===== config.mk =====
export PLATFORM = sky130hd
export DESIGN_NAME = latch_feeder
export DESIGN_NICKNAME = d
export VERILOG_FILES = /design/src/rtl/latch_pkg.sv /design/src/rtl/sync_fifo.sv /design/src/rtl/latch_feeder.sv
export SDC_FILE = /design/constraint.sdc
export NUM_CORES = 1
export LEC_CHECK = 0
export ABC_AREA = 1
export BUFFER_PORTS_ARGS = -buffer_cell sky130_fd_sc_hd__buf_4
export CAP_MARGIN = 10
export CORE_ASPECT_RATIO = 1.2
export CORE_MARGIN = 2
export CORE_UTILIZATION = 35
export DETAILED_ROUTE_END_ITERATION = 8
export GPL_TIMING_DRIVEN = 0
export PLACE_DENSITY = 0.6
export SYNTH_ARGS = -nofsm -noshare
export SYNTH_HDL_FRONTEND = slang
export SYNTH_SLANG_ARGS = --single-unit

===== constraint.sdc =====
create_clock -name clk -period 4.2 [get_ports clk]
set_input_delay 0.63 -clock clk [delete_from_list [all_inputs] [get_ports clk]]
set_output_delay 0.63 -clock clk [all_outputs]
set_load 0.01 [all_outputs]

===== src/rtl/latch_pkg.sv =====
// latch_pkg: definitions shared by the latch feeder RTL and the latch bench.
//   LATCH_WIDTH   : default data word width of the downstream latch.
//   latch_state_e : feeder sequencing states (IDLE/SETUP/STROBE/HOLD).
package latch_pkg;

    localparam int LATCH_WIDTH = 8;

    typedef enum logic [1:0] {
        ST_IDLE   = 2'd0,
        ST_SETUP  = 2'd1,
        ST_STROBE = 2'd2,
        ST_HOLD   = 2'd3
    } latch_state_e;

endpackage


===== src/rtl/sync_fifo.sv =====
// sync_fifo: single-clock circular buffer feeding the latch sequencer.
//   clk, rst_n : clock, asynchronous active-low reset (pointers and level cleared)
//   push       : write push_data this edge (ignored while full)
//   pop        : drop the head word this edge (ignored while empty)
//   push_data  : word to write
//   pop_data   : current head word (valid while !empty)
//   full/empty : level == DEPTH / level == 0
//   level      : words currently stored
module sync_fifo
    import latch_pkg::*;
#(
    parameter int WIDTH = LATCH_WIDTH,
    parameter int DEPTH = 4,
    localparam int PTR_W = $clog2(DEPTH),
    localparam int LVL_W = $clog2(DEPTH + 1)
) (
    input  logic             clk,
    input  logic             rst_n,
    input  logic             push,
    input  logic             pop,
    input  logic [WIDTH-1:0] push_data,
    output logic [WIDTH-1:0] pop_data,
    output logic             full,
    output logic             empty,
    output logic [LVL_W-1:0] level
);

    localparam logic [PTR_W-1:0] PTR_ONE = PTR_W'(1);
    localparam logic [LVL_W-1:0] LVL_ONE = LVL_W'(1);

    logic [WIDTH-1:0] mem_q [DEPTH];
    logic [PTR_W-1:0] wr_ptr_q, wr_ptr_d;
    logic [PTR_W-1:0] rd_ptr_q, rd_ptr_d;
    logic [LVL_W-1:0] level_q, level_d;
    logic             do_push, do_pop;

    assign full     = (level_q == LVL_W'(DEPTH));
    assign empty    = (level_q == '0);
    assign do_push  = push && !full;
    assign do_pop   = pop && !empty;
    assign pop_data = mem_q[rd_ptr_q];
    assign level    = level_q;

    // DEPTH is a power of two, so pointer wrap is plain binary overflow.
    always_comb begin
        wr_ptr_d = wr_ptr_q;
        rd_ptr_d = rd_ptr_q;
        level_d  = level_q;
        if (do_push) wr_ptr_d = wr_ptr_q + PTR_ONE;
        if (do_pop)  rd_ptr_d = rd_ptr_q + PTR_ONE;
        if (do_push && !do_pop)      level_d = level_q + LVL_ONE;
        else if (!do_push && do_pop) level_d = level_q - LVL_ONE;
    end

    always_ff @(posedge clk or negedge rst_n) begin
        if (!rst_n) begin
            wr_ptr_q <= '0;
            rd_ptr_q <= '0;
            level_q  <= '0;
        end else begin
            wr_ptr_q <= wr_ptr_d;
            rd_ptr_q <= rd_ptr_d;
            level_q  <= level_d;
        end
    end

    // Storage needs no reset: a word is only read after it has been written.
    always_ff @(posedge clk) begin
        if (do_push) mem_q[wr_ptr_q] <= push_data;
    end

endmodule


===== src/rtl/latch_feeder.sv =====
// latch_feeder: buffers upstream words and presents each one to a transparent
// latch with a setup cycle, a one-cycle write strobe and a HOLD-cycle hold.
//   clk, rst_n  : clock, asynchronous active-low reset
//   in_data     : upstream word
//   in_valid    : in_data valid this cycle
//   in_ready    : a word is accepted this cycle (buffer not full)
//   latch_we    : registered latch write strobe
//   latch_data  : registered latch data, stable from SETUP through HOLD
//   busy        : sequencer outside IDLE
//   level       : words currently buffered
//
// state     | meaning
// ST_IDLE   | waiting for a buffered word; pops it into latch_data
// ST_SETUP  | latch_data settling before the strobe
// ST_STROBE | latch_we high for this single cycle
// ST_HOLD   | latch_data held for HOLD cycles after the strobe
module latch_feeder
    import latch_pkg::*;
#(
    parameter int WIDTH = LATCH_WIDTH,
    parameter int DEPTH = 4,
    parameter int HOLD  = 2,
    localparam int LVL_W = $clog2(DEPTH + 1)
) (
    input  logic             clk,
    input  logic             rst_n,
    input  logic [WIDTH-1:0] in_data,
    input  logic             in_valid,
    output logic             in_ready,
    output logic             latch_we,
    output logic [WIDTH-1:0] latch_data,
    output logic             busy,
    output logic [LVL_W-1:0] level
);

    localparam int CNT_W = (HOLD > 1) ? $clog2(HOLD) : 1;
    localparam logic [CNT_W-1:0] CNT_LOAD = CNT_W'(HOLD - 1);
    localparam logic [CNT_W-1:0] CNT_ONE  = CNT_W'(1);

    latch_state_e     state_q, state_d;
    logic [CNT_W-1:0] hold_cnt_q, hold_cnt_d;
    logic             latch_we_q, latch_we_d;
    logic [WIDTH-1:0] latch_data_q, latch_data_d;

    logic             fifo_pop;
    logic             fifo_full;
    logic             fifo_empty;
    logic [WIDTH-1:0] fifo_head;

    sync_fifo #(
        .WIDTH (WIDTH),
        .DEPTH (DEPTH)
    ) u_fifo (
        .clk       (clk),
        .rst_n     (rst_n),
        .push      (in_valid),
        .pop       (fifo_pop),
        .push_data (in_data),
        .pop_data  (fifo_head),
        .full      (fifo_full),
        .empty     (fifo_empty),
        .level     (level)
    );

    assign in_ready   = !fifo_full;
    assign busy       = (state_q != ST_IDLE);
    assign latch_we   = latch_we_q;
    assign latch_data = latch_data_q;

    always_ff @(posedge clk or negedge rst_n) begin
        if (!rst_n) begin
            state_q      <= ST_IDLE;
            hold_cnt_q   <= '0;
            latch_we_q   <= 1'b0;
            latch_data_q <= '0;
        end else begin
            state_q      <= state_d;
            hold_cnt_q   <= hold_cnt_d;
            latch_we_q   <= latch_we_d;
            latch_data_q <= latch_data_d;
        end
    end

    always_comb begin
        state_d = state_q;
        case (state_q)
            ST_IDLE:   if (!fifo_empty) state_d = ST_SETUP;
            ST_SETUP:  state_d = ST_STROBE;
            ST_STROBE: state_d = ST_HOLD;
            ST_HOLD:   if (hold_cnt_q == '0) state_d = ST_IDLE;
            default:   state_d = ST_IDLE;
        endcase
    end

    // Outputs are next-values of registers: latch_we_d is raised in SETUP so
    // the registered strobe is high exactly while the FSM sits in STROBE.
    always_comb begin
        fifo_pop     = 1'b0;
        latch_we_d   = 1'b0;
        latch_data_d = latch_data_q;
        hold_cnt_d   = hold_cnt_q;
        case (state_q)
            ST_IDLE: begin
                if (!fifo_empty) begin
                    fifo_pop     = 1'b1;
                    latch_data_d = fifo_head;
                end
            end
            ST_SETUP:  latch_we_d = 1'b1;
            ST_STROBE: hold_cnt_d = CNT_LOAD;
            ST_HOLD: begin
                if (hold_cnt_q != '0) hold_cnt_d = hold_cnt_q - CNT_ONE;
            end
            default: ;
        endcase
    end

endmodule


After elaboration in Yosys (flattened, before gate mapping)
Memory sizes are Yosys's and may differ from the RTL's. A register that Yosys moved wholly into a read port is not among the register bits.
Index checks and enable logic that the tools add are counted.
{"block": "op_classes", "add_sub_neg": 5, "n_mul": 0, "div_mod_pow": 0, "magnitude_cmp": 0, "eq_ne": 6, "n_shift": 0, "mux": 12, "bitwise": 1, "n_reduce_logical": 16}
{"op": "$pmux 2 s4", "n": 1}
{"op": "$mux 1", "n": 6}
{"op": "$mux 3", "n": 2}
{"op": "$reduce_bool 2->1", "n": 3}
{"op": "$logic_not 1->1", "n": 5}
{"op": "$add 2x1->2 const B", "n": 2}
{"op": "$eq 2x2->1 const B", "n": 2}
{"op": "$logic_and 1x1->1", "n": 4}
{"op": "$mux 2", "n": 2}
{"op": "$ne 2x2->1 const B", "n": 2}
{"op": "$reduce_and 2->1", "n": 2}
{"op": "$add 3x1->3 const B", "n": 1}
{"op": "$eq 3x3->1 const B", "n": 1}
{"op": "$logic_not 3->1", "n": 1}
{"op": "$sub 3x1->3 const B", "n": 1}
{"op": "$eq 2x1->1 const B", "n": 1}
{"op": "$logic_not 2->1", "n": 1}
{"op": "$pmux 1 s2", "n": 1}
{"op": "$not 1->1", "n": 1}
{"op": "$sub 1x1->1 const B", "n": 1}
{"block": "word_totals", "register_bits": 11, "latch_bits": 0, "ramBits": 32, "romBits": 0, "in_bits": 11, "output_inout_bits": 14, "word_cells": 47, "memories": 1}
{"memory": "u_fifo.mem_q", "depth": 4, "word_bits": 8, "read_ports": 1, "rd_ports_with_merged_regs": 1, "wr": 1, "line_no": "sync_fifo.sv:31", "text": "logic [WIDTH-1:0] mem_q [DEPTH];"}

Depth between registers and ports, before layout
{"block": "depth", "word_depth": 7, "mapped_depth": 11, "mapped_depth_nobuf": 11}

Cells and area by module
A second synthesis with hierarchy kept.
{"block": "hier_totals", "hier_cells": 216, "hier_area_um2": 2275.9}
{"module": "sync_fifo", "n_inst": 1, "cells_each": 154, "area_per_inst_um2": 1734.2, "seq_area_each_um2": 1136.1}
{"module": "latch_feeder", "n_inst": 1, "cells_each": 62, "area_per_inst_um2": 541.8, "seq_area_each_um2": 300.3}

Least setup slack after synthesis
No wires, ideal clock.
{"block": "synth_path", "path_kind": "register -> register", "start": "register state_q[0]", "end": "register u_fifo.level_q[2], in the netlist u_fifo.level[2]", "setup_ps": 123, "arrival_time_ps": 1764, "required_time_ps": 4077, "slack_ps": 2314, "path_stages_with_launch": 11, "n_path_buf": 1, "period_less_slack_ps": 1886, "path_cell_list": "dfrtp_1 -> inv_1 -> ha_1 -> nand2_2 -> buf_6 -> ha_1 -> inv_1 -> fa_1 -> nand2_1 -> nand3_1 -> xor2_1"}
{"block": "synth_via", "elab_chain_cells": 6, "elab_cells_between_ends": 8, "classes_between": "mux: 2; reduce/logical: 6"}
{"item": "start: declaration", "line_no": "latch_feeder.sv:40", "text": "latch_state_e state_q, state_d;"}
{"item": "start signal: assignment", "line_no": "latch_feeder.sv:77", "text": "state_q <= state_d;"}
{"item": "$logic_not 2->1 (*)", "line_no": "latch_feeder.sv:102", "text": "case (state_q)"}
{"item": "$mux 1 (*)", "line_no": "latch_feeder.sv:102"}
{"item": "$logic_and 1x1->1 (*)", "line_no": "sync_fifo.sv:40", "text": "assign do_pop = pop && !empty;"}
{"item": "$logic_not 1->1", "line_no": "sync_fifo.sv:51", "text": "if (do_push && !do_pop) level_d = level_q + LVL_ONE;"}
{"item": "$logic_and 1x1->1", "line_no": "sync_fifo.sv:51"}
{"item": "$mux 3 / $reduce_bool 2->1 (equally long branches)"}
{"item": "end signal: assignment", "line_no": "sync_fifo.sv:63", "text": "level_q <= level_d;"}
{"item": "end: declaration", "line_no": "sync_fifo.sv:34", "text": "logic [LVL_W-1:0] level_q, level_d;"}
Every way passes the cells marked *; elsewhere a longest branch is shown, timed or not.
A chain may end at the register's enable or synchronous reset.

Final worst setup path
Same ends and word-level chain as after synthesis.

==> impl_results.md <==
* Status: finished clean
* Largest net degree at the start of global routing at 20
* Root Driver: clkbuf_8
* Setup Buffers After CTS at 0
* CTS H-tree depth at 2
* Slew headroom at 38.9%
* Core area at 6450 sq um
* Max-Cap Viols at 0
* Period utilization at 49.0%
* Setup CP Type: reg -> reg
* CP Buf/Inv Count at 4
* Most common cell on crit path: inv_1
* Largest stage delay, worst path at 0.40 ns
* Clock Pin Slew Worst Setup and Hold Paths at 0.09 ns
* Placed Instances at 342
* I/O Buffers at 24
* Layout cells sized above 1 at 20.0%
* Reg2reg path depth at 11
* Initial DRT Pass Iterations at 4
* Initial core utilization at 36.5%
* Sw Share at 36.6%
* Worst-skew pair later-pin latency at 0.30 ns
* Internal power at 0.00129 W
* Unique masters post-synth at 20
* Post-synthesis cell count at 233
* Maximum clock rate at 0.485 GHz
* DRC Markers at 0
* Initial antenna violation count at 0
* Die extent in y at 93.8 um
* Pre-CTS WS at 2.13 ns
* Footprint of the multi-input gates at 671 sq um
* # setup viols final at 0
* Clock Power Share at 19.6%
* Final Non-Filler Cells at 350
* PnR worst setup slack at 2.14 ns
* Final wirelength at 4210 um
* CP Depth at 11
* Register cell area after layout at 1440 sq um
* Cts hold-fix bufs at 0
* Synth Warn # at 0
* Fillers at 632
* Synthesized area per cell at 10.1 sq um
* Vias in the first global route at 1,420
* GRT Overall Usage at 12.9%
* HP Class: in -> async
* Fin area at 2770 sq um
* CTS tree: built
* Area after DPL at 2640 sq um
* Mapped Area at 2350 sq um
* Clock Path Buffers at 2
* RSZ-0062 raised after global routing: no
* Via count at 1,488
* Drt wl/cell at 12.0 um
* Post-route ant nets at 0
* Num ports at 25
* First-pass GRT wire length at 7010 um
* Die area at 7390 sq um
* Logic pwr share at 41.8%
* Syn_nets at 255
* CP endpoint kind: flip-flop
* Total congestion overflow at 0
* PD cells at 734 nW/um^2
* Setup TNS at 0 ns
* Actual slew at the worst max-slew pin at 0.913 ns
* Final Critical Period at 2.06 ns
* Commonest non-fill, non-tap cell in the layout: nand2_1
* Final Skew at 0.00698 ns
* Most frequent cells in the layout: 73 x nand2_1, 45 x inv_1, 32 x edfxtp_1
* Final antenna diode count at 0
* Crit path cell chain: inv_1, ha_1, nand2_2, buf_6, ha_1, inv_1, fa_1, inv_1, nand2_1, nand3_1, xor2_1
* Gpl congestion at 0.736
* TritonCTS Buffers at 5
* Seq/Total Area, Yosys at 61.1%
* PostCTS Resize Cnt at 0
* Die X-Extent at 78.8 um
* Final Hold Fails at 0
* Sequential Power Share at 38.6%
* Via density at 4.25
* Post-layout util at 43.0%
* Worst Path Required at 4.44 ns
* Worst EP arrival at 2.30 ns
* Switching Power at 0.000743 W
* Sink Count at 51
* Leak pwr at 1.36 nW
* Worst setup SP type: flip-flop
* Nets at 286
* Crit-path max FO at 10
* 1st-iter DRT viols at 82
* Synth Register Bits at 51
* P&R area growth vs syn at 17.8%
* CP delay by family, top: adder cells
* CP max stage cell: dfrtp_1
* Final max-slew violation count at 0
* DPL Wire Length at 2950 um
* FP Rows at 32
* Max rail drop VDD at 0.000261 V
-- cell families after synthesis --
group                    after synthesis  synth area share [%]
AO/OA/AOI/OAI                          1                 0.213
buffers and inverters                 54                  10.3
AND/OR/NAND/NOR                      111                  20.3
XOR/XNOR                               5                  1.86
flip-flops                            51                  61.1
adder cells (fa/ha/maj)               11                  6.18
-- metrics by stage --
| step | power, W | hold slack [ns] |
|---|---|---|
| after floorplan | 0.00138 | 0.334 |
| after global placement | 0.00164 | 0.472 |
| after detailed placement | 0.00167 | 0.471 |
| after CTS | 0.00207 | 0.182 |
| after global routing | 0.00221 | 0.181 |
| final | 0.00203 | 0.180 |
-- cell usage after synthesis --
| master | number | area share [%] |
|---|---|---|
| nand2_1 | 73 | 12 |
| dfrtp_1 | 19 | 20 |
| inv_2 | 3 | 0.48 |
| o21ai_1 | 1 | 0.21 |
| fa_1 | 1 | 0.85 |
| xnor2_1 | 2 | 0.75 |
| buf_6 | 3 | 1.4 |
| or2_2 | 1 | 0.27 |
| inv_1 | 45 | 7.2 |
| nand3_2 | 1 | 0.43 |
| nand2_2 | 10 | 2.7 |
| nor2_1 | 6 | 0.96 |
| nand3_1 | 19 | 4.0 |
| buf_8 | 1 | 0.64 |
| xor2_1 | 3 | 1.1 |
| nor2_2 | 1 | 0.27 |
| buf_2 | 1 | 0.21 |
| edfxtp_1 | 32 | 41 |
| ha_1 | 10 | 5.3 |
| inv_6 | 1 | 0.37 |
-- worst register-to-register path: cells and delay by family (launching register included) --
family / cells / cell delay (ns)
fa+ha+maj: 3 / 0.80
flops: 1 / 0.40
buf+inv: 4 / 0.39
simple gates: 3 / 0.27
xor+xnor: 1 / 0.14
-- metal layers --
layer / share of wire [%] / routed length [um] / GRT usage (%)
met2: 51 / 2130 / 20.6
met1: 44 / 1850 / 16.6
met3: 3.1 / 132 / 2.69
met5: 0 / 0 / 0
met4: 2.3 / 95 / 6.14
-- layout make-up --
type                       instances  area share (%)
multi-input combinational        128            24.2
timing repair buffer              24            6.51
sequential                        51            51.9
tap                               85            3.84
buffer                             5            1.94
clock buffer                       6            2.62
inverter                          49            6.82
clock inverter                     2            2.17
-- power by group through the flow --
stage / clock [W] / sequential [W] / combinational (W)
floorplan: 0 / 0.000806 / 0.000575
global placement: 0 / 0.000796 / 0.000849
detailed placement: 0 / 0.000799 / 0.000868
CTS: 0.000406 / 0.000788 / 0.000873
global route: 0.000427 / 0.000804 / 0.000976
finish: 0.000398 / 0.000785 / 0.000850
-- path summary, 6_finish.rpt --
kind	startpoint	to	slack, ns
setup / recovery	state_q[0]	u_fifo.level[2]	2.14
hold / removal	rst_n	u_fifo.level[1]	0.18
setup reg to reg	state_q[0]	u_fifo.level[2]	2.14
hold reg to reg	latch_data[0]	latch_data[0]	0.49
max in group asynchronous	rst_n	u_fifo.wr_ptr_q[1]	3.81
min in group clk	latch_data[0]	latch_data[0]	0.49
-- sequential cells by signal (all words and copies together), names as in the netlist --
name,count
hold_cnt_q,1
latch_data,8
latch_we,1
state_q,2
u_fifo.level,3
u_fifo.mem_q,32
u_fifo.rd_ptr_q,2
u_fifo.wr_ptr_q,2
(Power assumes the default switching activity.)
